--- config.mk ---
export PLATFORM = sky130hd
export DESIGN_NAME = gray_ptr_decoder
export DESIGN_NICKNAME = d
export VERILOG_FILES = /design/src/rtl/gray_ptr_decoder_pkg.sv /design/src/rtl/gray_ptr_decoder_g2b.sv /design/src/rtl/gray_ptr_decoder.sv
export SDC_FILE = /design/constraint.sdc
export NUM_CORES = 1
export LEC_CHECK = 0
export CORE_ASPECT_RATIO = 1.75
export CORE_UTILIZATION = 28
export CTS_BUF_LIST = sky130_fd_sc_hd__clkbuf_4 sky130_fd_sc_hd__clkbuf_8
export CTS_CLUSTER_DIAMETER = 60
export DETAILED_ROUTE_END_ITERATION = 12
export PLACE_DENSITY = 0.44
export SETUP_SLACK_MARGIN = 0.3
export SLEW_MARGIN = 20
export SYNTH_ARGS = -nofsm -noshare
export SYNTH_HDL_FRONTEND = slang
export SYNTH_SLANG_ARGS = --single-unit
--- constraint.sdc ---
create_clock -name clk_i -period 10.35 [get_ports clk_i]
set_input_delay 2.07 -clock clk_i [delete_from_list [all_inputs] [get_ports clk_i]]
set_output_delay 2.07 -clock clk_i [all_outputs]
set_load 0.05 [all_outputs]
--- src/rtl/gray_ptr_decoder_pkg.sv ---
// Shared types for the Gray pointer decoder.
// Sample classification used by the pending-count logic.
package gray_ptr_decoder_pkg;

   typedef enum logic [1:0] {
      STEP_NONE,
      STEP_ACCEPT,
      STEP_REJECT
   } step_e;

   function automatic step_e classify(
      input logic [15:0] delta,
      input logic [15:0] max_step
   );
      if (delta == 16'd0)
         return STEP_NONE;
      else if (delta <= max_step)
         return STEP_ACCEPT;
      else
         return STEP_REJECT;
   endfunction

endpackage

--- src/rtl/gray_ptr_decoder_g2b.sv ---
// Combinational Gray-to-binary decode.
// Bit i of the binary value is the XOR of Gray bits N-1 down to i.
module gray_to_binary #(
   parameter int N = 4
) (
   input  logic [N-1:0] gray,
   output logic [N-1:0] bin
);

   for (genvar i = 0; i < N; i++) begin : g_bit
      assign bin[i] = ^gray[N-1:i];
   end

endmodule

--- src/rtl/gray_ptr_decoder.sv ---
// Decodes a synchronized Gray pointer and accumulates its advances
// into a pending-event count drained one event per handshake.
module gray_ptr_decoder
   import gray_ptr_decoder_pkg::*;
#(
   parameter int N       = 4,
   parameter int MaxStep = 4
) (
   input  logic         clk_i,
   input  logic         rst_i,
   input  logic         en_i,
   input  logic [N-1:0] gray_i,
   output logic [N-1:0] bin_o,
   output logic         evt_valid_o,
   input  logic         evt_ready_i,
   output logic [N:0]   pending_o,
   output logic         step_err_o,
   output logic         ovf_o,
   input  logic         clear_i
);

   if (N < 2 || N > 16) begin : g_bad_n
      $error("gray_ptr_decoder: N out of range 2..16");
   end
   if (MaxStep < 1 || MaxStep > (1 << N) - 1) begin : g_bad_step
      $error("gray_ptr_decoder: MaxStep out of range");
   end

   localparam logic [N+1:0] PMAX = {2'b00, {(N){1'b1}}} |
                                   (N+2)'(1 << N);

   logic [N-1:0] gray_q;
   logic [N-1:0] bin_new;
   logic [N-1:0] delta;
   logic         changed;
   logic         consume;
   step_e        kind;
   logic [N+1:0] add;
   logic [N+1:0] sum;
   logic         sat;
   logic [N:0]   pending_next;

   gray_to_binary #(.N(N)) u_g2b (
      .gray (gray_i),
      .bin  (bin_new)
   );

   // An unchanged Gray word can only decode to zero advance.
   assign changed = en_i && (gray_i != gray_q);
   assign delta   = changed ? bin_new - bin_o : '0;
   assign kind    = classify(16'(delta), 16'(MaxStep));
   assign consume = evt_valid_o & evt_ready_i;

   assign add = (kind == STEP_ACCEPT) ? {2'b00, delta} : '0;
   assign sum = {1'b0, pending_o} + add - (N+2)'(consume);
   assign sat = sum > PMAX;
   assign pending_next = sat ? PMAX[N:0] : sum[N:0];

   always_ff @(posedge clk_i) begin
      if (rst_i) begin
         gray_q      <= '0;
         bin_o       <= '0;
         pending_o   <= '0;
         evt_valid_o <= 1'b0;
         step_err_o  <= 1'b0;
         ovf_o       <= 1'b0;
      end else begin
         if (kind != STEP_NONE) begin
            gray_q <= gray_i;
            bin_o  <= bin_new;
         end
         pending_o   <= pending_next;
         evt_valid_o <= (pending_next != '0);
         step_err_o  <= (kind == STEP_REJECT) |
                        (step_err_o & ~clear_i);
         ovf_o       <= sat | (ovf_o & ~clear_i);
      end
   end

endmodule
* Yosys cells after proc, flatten, opt, wreduce, memory -nomap -nowiden
Cells that the tools add are included.
Word-level totals: flip-flop bits (word level) 16, logic and storage cells 32
Cells by class: bitwise operators 6, reduce and logical (&&, ||, !) cells 7, mux-type cells 5, eq/ne operators 3, magnitude comparators 2, add/sub/neg operators 3
Operators by type and width (number):
- two-way mux 4 bit | 2
- adder 5 x 4 -> 6 bit | 1
- > comparator 6 x 5 -> 1 bit, second input constant | 1
- subtractor 6 x 1 -> 6 bit | 1
- two-way mux 5 bit | 1
- nonzero test 5 bit | 1
- less-or-equal comparator 4 x 3 -> 1 bit, second input constant | 1
- zero test 4 bit | 1
- two-way mux 2 bit | 2
- != test 4 bit | 1
- parity 4 bit | 1
- subtractor 4 bit | 1
- AND 1 bit | 3
- parity 3 bit | 1
- equality test 2 x 1 -> 1 bit, second input constant | 1
- equality test 2 bit, second input constant | 1
- OR 1 bit | 2
- nonzero test 2 bit | 1
- parity 2 bit | 1
- logical AND 1 bit | 1
- NOT 1 bit | 1

* Depth between registers and ports, before layout
Gate-level depths: netlist of the first run.
word-level depth 13, mapped depth 17

* Hierarchy
Synthesis of the first run repeated with hierarchy kept, for this count alone.
Unflattened totals: cells, all modules 151, area, all modules 1247.4 um2
By module, submodules not included:
- gray_ptr_decoder | area an instance 1197.4 um2, times used 1, cells an instance 146, seq. area each 320.3 um2
- gray_to_binary | area an instance 50.0 um2, times used 1, cells an instance 5, seq. area each 0.0 um2

* Worst setup path before layout of the first run
No wires, ideal clock.
path type input to register, start input port gray_i[2], end register pending_o[4], stages 17, buffers on the path 0, data required time 10.233 ns, library setup time 0.117 ns, path slack 4.895 ns, arrival time 5.337 ns, cell sequence xnor2_1 -> xor2_1 -> xor2_1 -> ha_1 -> inv_1 -> fa_1 -> xnor2_1 -> nand4b_1 -> ha_1 -> inv_1 -> ha_1 -> fa_1 -> a21oi_1 -> nor2b_1 -> nor3_1 -> o21ai_0 -> a32o_1
Between the ends: longest elaborated chain between the ends 12
Ends and longest elaborated chain:
- start: declaration | RTL line gray_ptr_decoder.sv:12 | input logic [N-1:0] gray_i,
- parity 4 bit, or another cell as far along | RTL line gray_ptr_decoder_g2b.sv:11 | assign bin[i] = ^gray[N-1:i];
- subtractor 4 bit or logical AND 1 bit (tied branches) | RTL line gray_ptr_decoder.sv:50, gray_ptr_decoder.sv:49
- two-way mux 4 bit (*) | RTL line gray_ptr_decoder.sv:50 | assign delta = changed ? bin_new - bin_o : '0;
- less-or-equal comparator 4 x 3 -> 1 bit | RTL line gray_ptr_decoder_pkg.sv:17 | else if (delta <= max_step)
- two-way mux 2 bit | RTL line gray_ptr_decoder_pkg.sv:17
- two-way mux 2 bit | RTL line gray_ptr_decoder_pkg.sv:15 | if (delta == 16'd0)
- equality test 2 x 1 -> 1 bit | RTL line gray_ptr_decoder.sv:54 | assign add = (kind == STEP_ACCEPT) ? {2'b00, delta} : '0;
- two-way mux 4 bit (*) | RTL line gray_ptr_decoder.sv:54
- adder 5 x 4 -> 6 bit (*) | RTL line gray_ptr_decoder.sv:55 | assign sum = {1'b0, pending_o} + add - (N+2)'(consume);
- subtractor 6 x 1 -> 6 bit (*) | RTL line gray_ptr_decoder.sv:55
- > comparator 6 x 5 -> 1 bit | RTL line gray_ptr_decoder.sv:56 | assign sat = sum > PMAX;
- two-way mux 5 bit (*) | RTL line gray_ptr_decoder.sv:57 | assign pending_next = sat ? PMAX[N:0] : sum[N:0];
- end signal: assignment | RTL line gray_ptr_decoder.sv:72 | pending_o <= pending_next;
- end: declaration | RTL line gray_ptr_decoder.sv:16 | output logic [N:0] pending_o,
Mark *: on every way between the ends. The rest lies on a longest branch, timed or not. A chain may end at the register's enable or synchronous reset.

* Worst setup path in the final report of the first run
start input port gray_i[3], end register evt_valid_o
Between the ends: longest elaborated chain between the ends 13
Ends and longest elaborated chain:
- parity 4 bit, or another cell as far along | RTL line gray_ptr_decoder_g2b.sv:11
- subtractor 4 bit or logical AND 1 bit (tied branches) | RTL line gray_ptr_decoder.sv:50, gray_ptr_decoder.sv:49
- two-way mux 4 bit (*) | RTL line gray_ptr_decoder.sv:50
- less-or-equal comparator 4 x 3 -> 1 bit | RTL line gray_ptr_decoder_pkg.sv:17
- two-way mux 2 bit | RTL line gray_ptr_decoder_pkg.sv:17
- two-way mux 2 bit | RTL line gray_ptr_decoder_pkg.sv:15
- equality test 2 x 1 -> 1 bit | RTL line gray_ptr_decoder.sv:54
- two-way mux 4 bit (*) | RTL line gray_ptr_decoder.sv:54
- adder 5 x 4 -> 6 bit (*) | RTL line gray_ptr_decoder.sv:55
- subtractor 6 x 1 -> 6 bit (*) | RTL line gray_ptr_decoder.sv:55
- > comparator 6 x 5 -> 1 bit | RTL line gray_ptr_decoder.sv:56
- two-way mux 5 bit (*) | RTL line gray_ptr_decoder.sv:57
- nonzero test 5 bit (*) | RTL line gray_ptr_decoder.sv:73 | evt_valid_o <= (pending_next != '0);
- end signal: assignment | RTL line gray_ptr_decoder.sv:73
- end: declaration | RTL line gray_ptr_decoder.sv:14 | output logic evt_valid_o,
Marks and branches as above.

==> results of run 1 <==
cells in the mapped netlist (4+ instances only):
| master | number | area, um^2 |
|---|---|---|
| sky130_fd_sc_hd__nand2_1 | 6 | 22.5 |
| sky130_fd_sc_hd__ha_1 | 12 | 150 |
| sky130_fd_sc_hd__a21oi_1 | 13 | 65.1 |
| sky130_fd_sc_hd__inv_1 | 18 | 67.6 |
| sky130_fd_sc_hd__o21ai_0 | 8 | 40.0 |
| sky130_fd_sc_hd__nand2b_1 | 6 | 37.5 |
| sky130_fd_sc_hd__xor2_1 | 7 | 61.3 |
| sky130_fd_sc_hd__nand3_1 | 6 | 30.0 |
| sky130_fd_sc_hd__a21o_1 | 4 | 30.0 |
| sky130_fd_sc_hd__clkbuf_1 | 5 | 18.8 |
| sky130_fd_sc_hd__nor2_1 | 19 | 71.3 |
| sky130_fd_sc_hd__dfxtp_1 | 15 | 300 |
per-layer routing:
layer	global-route usage	vias to the layer above
met4	0.0395	0
met3	0.0168	2
li1	-	594
met2	0.289	14
met5	0	-
met1	0.154	542
state kept, by name, indices dropped and copies added, names as in the netlist:
name,cells
bin_o,4
evt_valid_o,1
gray_q,3
ovf_o,1
pending_o,5
step_err_o,1
worst max path at each step:
stage,from,endpoint,slack (ns)
after floorplan,gray_i[2],pending_o[4]$_SDFF_PP0_,4.90
after global placement,gray_i[3],evt_valid_o$_SDFF_PP0_,3.99
after detailed placement,gray_i[3],evt_valid_o$_SDFF_PP0_,3.96
after CTS,gray_i[3],evt_valid_o$_SDFF_PP0_,4.22
after global routing,gray_i[3],pending_o[4]$_SDFF_PP0_,3.94
final,gray_i[3],evt_valid_o$_SDFF_PP0_,4.24
kinds of logic (layout without fill, tap and decap cells):
logic type	count (synthesis)	after routing	synth area share
simple gates	53	53	0.213
buf+inv	25	42	0.0775
compound gates	43	43	0.235
other cells	1	1	0.00298
flops	15	15	0.239
fa+ha+maj	14	14	0.151
xor+xnor	11	11	0.0825
report_power, final:
| group | internal (mW) | switching [mW] |
|---|---|---|
| clock network | 0.0267 | 0.0241 |
| logic | 0.130 | 0.217 |
| registers | 0.0744 | 0.0130 |
final cells by class:
type,instances,area share
Clock inverter,1,0.00326
Timing Repair Buffer,20,0.130
Inverter,18,0.0440
Clock buffer,3,0.0269
Multi-Input combinational cell,122,0.560
Sequential cell,15,0.195
Tap cell,49,0.0399
worst max-delay path, stage by stage:
cell	delay, ns
sky130_fd_sc_hd__clkdlybuf4s50_1	0.51
sky130_fd_sc_hd__xnor2_1	0.33
sky130_fd_sc_hd__xor2_1	0.28
sky130_fd_sc_hd__xor2_1	0.25
sky130_fd_sc_hd__ha_1	0.20
sky130_fd_sc_hd__inv_1	0.05
sky130_fd_sc_hd__fa_1	0.41
sky130_fd_sc_hd__xnor2_1	0.26
sky130_fd_sc_hd__nand4_1	0.13
sky130_fd_sc_hd__ha_1	0.29
sky130_fd_sc_hd__inv_1	0.06
sky130_fd_sc_hd__ha_1	0.29
sky130_fd_sc_hd__a21o_1	0.15
sky130_fd_sc_hd__a21o_1	0.22
sky130_fd_sc_hd__a211o_1	0.28
sky130_fd_sc_hd__a21oi_1	0.26
sky130_fd_sc_hd__a41oi_1	0.16
==> out/qor.log, run 1 <==
qor: cts.tritoncts yes
qor: die.dieWidth 52.7 um
qor: synthesis.synth_cell_type_count 41
qor: outcome.outcome finished clean
qor: detailed_routing.detailedRoute.firstIterationViolations 36
qor: critical_path.critical_path_peak_fanout 5
qor: global_routing.maximum_number_of_pins_on_one_net_before_global_route_repair 18
qor: run.drv.max_cap_violation_count 0
qor: sta.final_worst_clock_skew 0.00746 ns
qor: sta.final_min_period_over_clock_period 0.590
qor: detailed_routing.drt-wirelength-per-cell 14.0 um
qor: placed_design.half_perimeter_wire_length_of_the_detailed_placement_result 2570 um
qor: detailed_routing.drt-pass1-iter-count 4
qor: sta.setup_slack 4.24 ns
qor: final_layout.layout.cells.most_common sky130_fd_sc_hd__clkdlybuf4s50_1
qor: sta.final-hold-violation-count 0
qor: sta.rsz0062_at_grt false
qor: placed_design.post_dp_cell_area 0.00149 mm^2
qor: min_path.worst_hold_path_startpoint step_err_o$_SDFF_PP0_
qor: final_layout.seqCellArea 300 um^2
qor: placed_design.finalWeightedCongestion 0.753
qor: placed_design.io_buffers 20
qor: pwr.power_density 315 mW/mm^2
qor: cts.clk_latency 0.25 ns
qor: synthesis.synthCells 162
qor: cts.cts_htree_levels 1
qor: synthesis.synthesis.area 0.00126 mm^2
qor: detailed_routing.detailroute.via_count 1,152
qor: sta.finalMaxSlewViolations 0
qor: synthesis.synth-seq-cells 15
qor: critical_path.reg2regPathDepth 14
qor: detailed_routing.route.final.wire_length 3190 um
qor: pwr.post-layout-total-power 0.485 mW
qor: die.floorplan.die_area 0.00478 mm^2
qor: final_layout.multiInputGateArea 861 um^2
qor: synthesis.synthesis.area_per_instance 7.77 um^2
qor: sta.max_freq 164 MHz
qor: sta.slew_headroom 0.538
qor: detailed_routing.vias_per_cell 5.05
qor: final_layout.post_route_cells_drive_above_1_share 0.0447
qor: cts.clk_root_buffer_cell sky130_fd_sc_hd__clkbuf_8
qor: final_layout.final_cell_count_no_fill 228
qor: final_layout.final_area 0.00154 mm^2
qor: die.dieHeight 90.7 um
qor: die.core-area 0.00423 mm^2
qor: pwr.ir_worst_vdd 0.000156 V
qor: synthesis.ys_dominant_reg_cell sky130_fd_sc_hd__dfxtp_1
qor: cts.post_cts.repair.setup_buffers 0
qor: sta.layout_min_cycle_time 6.11 ns
qor: critical_path.cp.required 10.45 ns
qor: global_routing.grt_first_pass_wirelength 5430 um
qor: cts.total_of_cells_resized_after_clock_tree_synthesis 0
qor: detailed_routing.ant_nets 0
qor: final_layout.antenna_cells_inserted 0
qor: min_path.kind_of_path_behind_the_tightest_hold_check reg -> reg
qor: final_layout.nFillCells 447
qor: min_path.hold_end step_err_o$_SDFF_PP0_
qor: synthesis.syn-num-nets 185
qor: detailed_routing.met3RoutedLength 74 um
qor: placed_design.dp_slack 3.96 ns
qor: cts.cts.sinks 15
qor: cts.cts.path.max_buffers 2
qor: die.boundaryPins 21
qor: min_path.cells_on_worst_hold_path 2
qor: die.std_cell_rows 31
qor: critical_path.timing.rr.end evt_valid_o$_SDFF_PP0_
qor: detailed_routing.route.layer.met1.wl 1230 um
qor: synthesis.synth_async_sr_flop_share 0
qor: final_layout.area_delta_synth_final 22.1%
qor: critical_path.crit_arrival 6.21 ns
qor: final_layout.layout.cells.most_common_list sky130_fd_sc_hd__clkdlybuf4s50_1, sky130_fd_sc_hd__nor2_1, sky130_fd_sc_hd__inv_1, sky130_fd_sc_hd__dfxtp_1, sky130_fd_sc_hd__a21oi_1
qor: global_routing.antenna_found_initial 0
qor: critical_path.startpoint_type input port
qor: synthesis.ys_warn_count 0
qor: detailed_routing.route.met2.wl 1860 um
qor: global_routing.vias_in_the_first_global_route 1,229
qor: synthesis.yosysSeqAreaShare 0.239
qor: detailed_routing.route.detailed.drc 0
qor: synthesis.number_of_enable_type_register_cells_in_the_synthesized_netlist 0
qor: cts.ctsHoldBuffers 0
qor: cts.total_cts_buffers 3
qor: die.initial_util 0.298
qor: final_layout.final_core_util 0.363
qor: critical_path.critical_path.reg2reg.startpoint bin_o[2]$_SDFFE_PP0P_
qor: critical_path.rrSetupSlack 6.90 ns
qor: placed_design.placed_instances 224
qor: sta.final-setup-viol-count 0
qor: sta.final.setup.tns 0 ns
qor: critical_path.worstSetupPathType in -> reg
qor: cts.clkSlewWorstSetupHoldPaths 0.08 ns
qor: global_routing.total_grt_usage 0.148
qor: global_routing.remaining_global_route_overflow 0
qor: final_layout.nets 203
qor: sta.finalHoldWorstSlack 0.473 ns
qor: pwr.total_leakage_power 0.646 nW
qor: critical_path.critical_path_end_type flop
qor: sta.max_slew.worst_pin.slew 0.691 ns
qor: detailed_routing.top_layer_used met4
No activity file was read; power rests on OpenSTA's default activity.
==> run 2, diff against run 1 <==
--- a/config.mk
+++ b/config.mk
@@ -10,7 +10,7 @@
 export CTS_BUF_LIST = sky130_fd_sc_hd__clkbuf_4 sky130_fd_sc_hd__clkbuf_8
 export CTS_CLUSTER_DIAMETER = 60
 export DETAILED_ROUTE_END_ITERATION = 12
-export PLACE_DENSITY = 0.44
+export PLACE_DENSITY = 0.46
 export SETUP_SLACK_MARGIN = 0.3
 export SLEW_MARGIN = 20
 export SYNTH_ARGS = -nofsm -noshare
==> constraint.sdc (replaced) <==
create_clock -name clk_i -period 5.6 [get_ports clk_i]
set_input_delay 1.12 -clock clk_i [delete_from_list [all_inputs] [get_ports clk_i]]
set_output_delay 1.12 -clock clk_i [all_outputs]
set_load 0.05 [all_outputs]
==> out/qor.log, run 2 (synthesis gave the netlist of run 1 again) <==
qor: pwr.power_density 581 mW/mm^2
qor: sta.finalHoldWorstSlack 0.490 ns
qor: pwr.total_leakage_power 0.654 nW
qor: die.boundaryPins 21
qor: critical_path.max_stage_delay 0.53 ns
qor: final_layout.seqCellArea 300 um^2
qor: sta.final_worst_clock_skew 0.00230 ns
qor: sta.setup_slack 0.507 ns
qor: final_layout.nets 203
qor: global_routing.vias_in_the_first_global_route 1,180
qor: final_layout.area_delta_synth_final 23.9%
qor: global_routing.grt_first_pass_wirelength 5190 um
qor: pwr.ir_worst_vdd 0.000395 V
qor: sta.finalMaxSlewViolations 0
qor: sta.final.setup.tns 0 ns
qor: die.floorplan.die_area 0.00478 mm^2
qor: die.initial_util 0.298
qor: pwr.share_of_total_power_in_combinational_logic 0.720
qor: final_layout.layout.cells.most_common_list sky130_fd_sc_hd__clkdlybuf4s50_1, sky130_fd_sc_hd__nor2_1, sky130_fd_sc_hd__inv_1, sky130_fd_sc_hd__dfxtp_1, sky130_fd_sc_hd__a21oi_1
qor: global_routing.antenna_found_initial 0
qor: critical_path.crit_slowest_cell sky130_fd_sc_hd__clkdlybuf4s50_1
qor: cts.tritoncts yes
qor: final_layout.register_name_with_the_most_flops pending_o
qor: final_layout.post_route_cells_drive_above_1_share 0.0559
qor: sta.max_freq 196 MHz
qor: detailed_routing.route.final.wire_length 3190 um
qor: global_routing.remaining_global_route_overflow 0
qor: cts.clkSlewWorstSetupHoldPaths 0.07 ns
qor: pwr.netsw 0.473 mW
qor: run.drv.max_cap_violation_count 0
qor: cts.clk_latency 0.25 ns
qor: die.dieHeight 90.7 um
qor: sta.final_min_period_over_clock_period 0.909
qor: outcome.outcome finished clean
qor: detailed_routing.vias_per_cell 5.07
qor: placed_design.finalWeightedCongestion 0.762
qor: final_layout.reg_top3 pending_o x5, bin_o x4, gray_q x3
qor: detailed_routing.ant_nets 0
qor: placed_design.dp_slack 0.188 ns
qor: critical_path.cp.required 5.75 ns
qor: global_routing.total_grt_usage 0.143
qor: final_layout.multiInputGateArea 883 um^2
qor: sta.rsz0062_at_grt false
qor: sta.final-hold-violation-count 0
qor: cts.post_cts.repair.setup_buffers 0
qor: pwr.clockPowerShare 0.101
qor: sta.max_slew.worst_pin.slew 0.701 ns
qor: final_layout.antenna_cells_inserted 0
qor: placed_design.placed_instances 224
qor: detailed_routing.detailroute.via_count 1,156
qor: sta.layout_min_cycle_time 5.09 ns
qor: min_path.kind_of_path_behind_the_tightest_hold_check reg -> reg
qor: die.dieWidth 52.7 um
qor: critical_path.startpoint_type input port
qor: detailed_routing.detailedRoute.firstIterationViolations 18
qor: sta.final-setup-viol-count 0
qor: pwr.p_int 0.432 mW
qor: critical_path.worstSetupPathType in -> reg
qor: final_layout.nFillCells 442
qor: detailed_routing.drt-pass1-iter-count 4
qor: cts.clk_root_buffer_cell sky130_fd_sc_hd__clkbuf_8
qor: cts.total_cts_buffers 3
qor: critical_path.critical-path-top-cell-by-count sky130_fd_sc_hd__ha_1
qor: cts.cts.sinks 15
qor: pwr.fraction_of_power_spent_switching_nets 0.523
qor: pwr.power.share.sequential 0.179
qor: detailed_routing.drt-wirelength-per-cell 14.0 um
qor: critical_path.critical_path_end_type flop
qor: die.std_cell_rows 31
qor: sta.slew_headroom 0.531
qor: detailed_routing.route.detailed.drc 0
qor: cts.cts.path.max_buffers 2
qor: placed_design.io_buffers 20
qor: final_layout.layout.cells.most_common sky130_fd_sc_hd__clkdlybuf4s50_1
qor: critical_path.crit_path_cell_trace clkdlybuf4s50_1, xnor2_2, xor2_2, xor2_1, ha_1, inv_1, fa_1, xnor2_1, nand4b_1, ha_1, inv_1, ha_1, fa_1, a21oi_1, nor2b_1, nor3_1, o21ai_0, a32o_1
qor: final_layout.largest_register_ffs 5
qor: global_routing.maximum_number_of_pins_on_one_net_before_global_route_repair 18
qor: placed_design.half_perimeter_wire_length_of_the_detailed_placement_result 2540 um
qor: cts.cts_htree_levels 1
qor: final_layout.final_cell_count_no_fill 228
qor: critical_path.crit_arrival 5.24 ns
qor: die.core-area 0.00423 mm^2
qor: critical_path.critical_path_peak_fanout 5
[run 2: cell types whose count changed in the layout (fill, tap and decap cells not counted)]
cell	delta
sky130_fd_sc_hd__a21oi_4	+1
sky130_fd_sc_hd__a21oi_2	-1
sky130_fd_sc_hd__xnor2_2	+1
sky130_fd_sc_hd__xor2_1	-1
sky130_fd_sc_hd__xnor2_1	-1
sky130_fd_sc_hd__xor2_2	+1
[run 2: path summary, 6_finish.rpt]
path / endpoint / cells after the start / slack [ns] / startpoint
max: pending_o[4]$_SDFF_PP0_ / 18 / 0.51 / gray_i[3]
min: gray_q[2]$_SDFFE_PP0P_ / 2 / 0.49 / gray_q[2]$_SDFFE_PP0P_
max reg2reg: pending_o[4]$_SDFF_PP0_ / 15 / 2.11 / bin_o[2]$_SDFFE_PP0P_
min reg2reg: gray_q[2]$_SDFFE_PP0P_ / 2 / 0.49 / gray_q[2]$_SDFFE_PP0P_
[run 2: what timing repair did]
| action | in CTS | in global routing |
|---|---|---|
| resized for setup | 0 | 3 |
| hold buffers | 0 | 0 |
| setup endpoints to repair | 0 | 6 |
| endpoints found under the hold margin | 0 | 0 |
[run 2: metrics by stage]
stage | cell area [um^2] | power (mW) | util
after global placement | 1490 | 0.800 | 0.352
after CTS | 1540 | 0.904 | 0.363
after global routing | 1560 | 0.987 | 0.369
after detailed placement | 1490 | 0.806 | 0.352
final | 1560 | 0.905 | 0.369
after floorplan | 1260 | 0.649 | -
[run 2: final cells by class]
cell class	instances	area share
tap	49	0.0393
timing repair buffer	20	0.128
clock inverter	1	0.00321
inverter	18	0.0433
clock buffer	3	0.0265
sequential	15	0.193
multi-input combinational	122	0.567
[run 2: critical path: cells and delay by family]
kind | cells | cell delay [ns]
compound gates | 3 | 0.57
xor+xnor | 4 | 1.00
fa+ha+maj | 5 | 1.52
buf+inv | 3 | 0.62
simple gates | 3 | 0.42
[run 2: power by group through the flow]
stage,clock (mW),sequential (mW),combinational (mW)
3_3_place_gp,0,0.164,0.637
5_1_grt,0.102,0.166,0.719
2_1_floorplan,0,0.246,0.403
6_report,0.0913,0.162,0.652
3_5_place_dp,0,0.165,0.641
4_1_cts,0.0977,0.163,0.643
[run 2: metal layers]
metal,track usage,wire length (um),up-vias,part of all wire
met1,0.148,1250,535,0.39
li1,-,-,590,-
met2,0.268,1770,23,0.56
met5,0,0,-,0
met3,0.0168,89,8,0.028
met4,0.0614,78,0,0.024
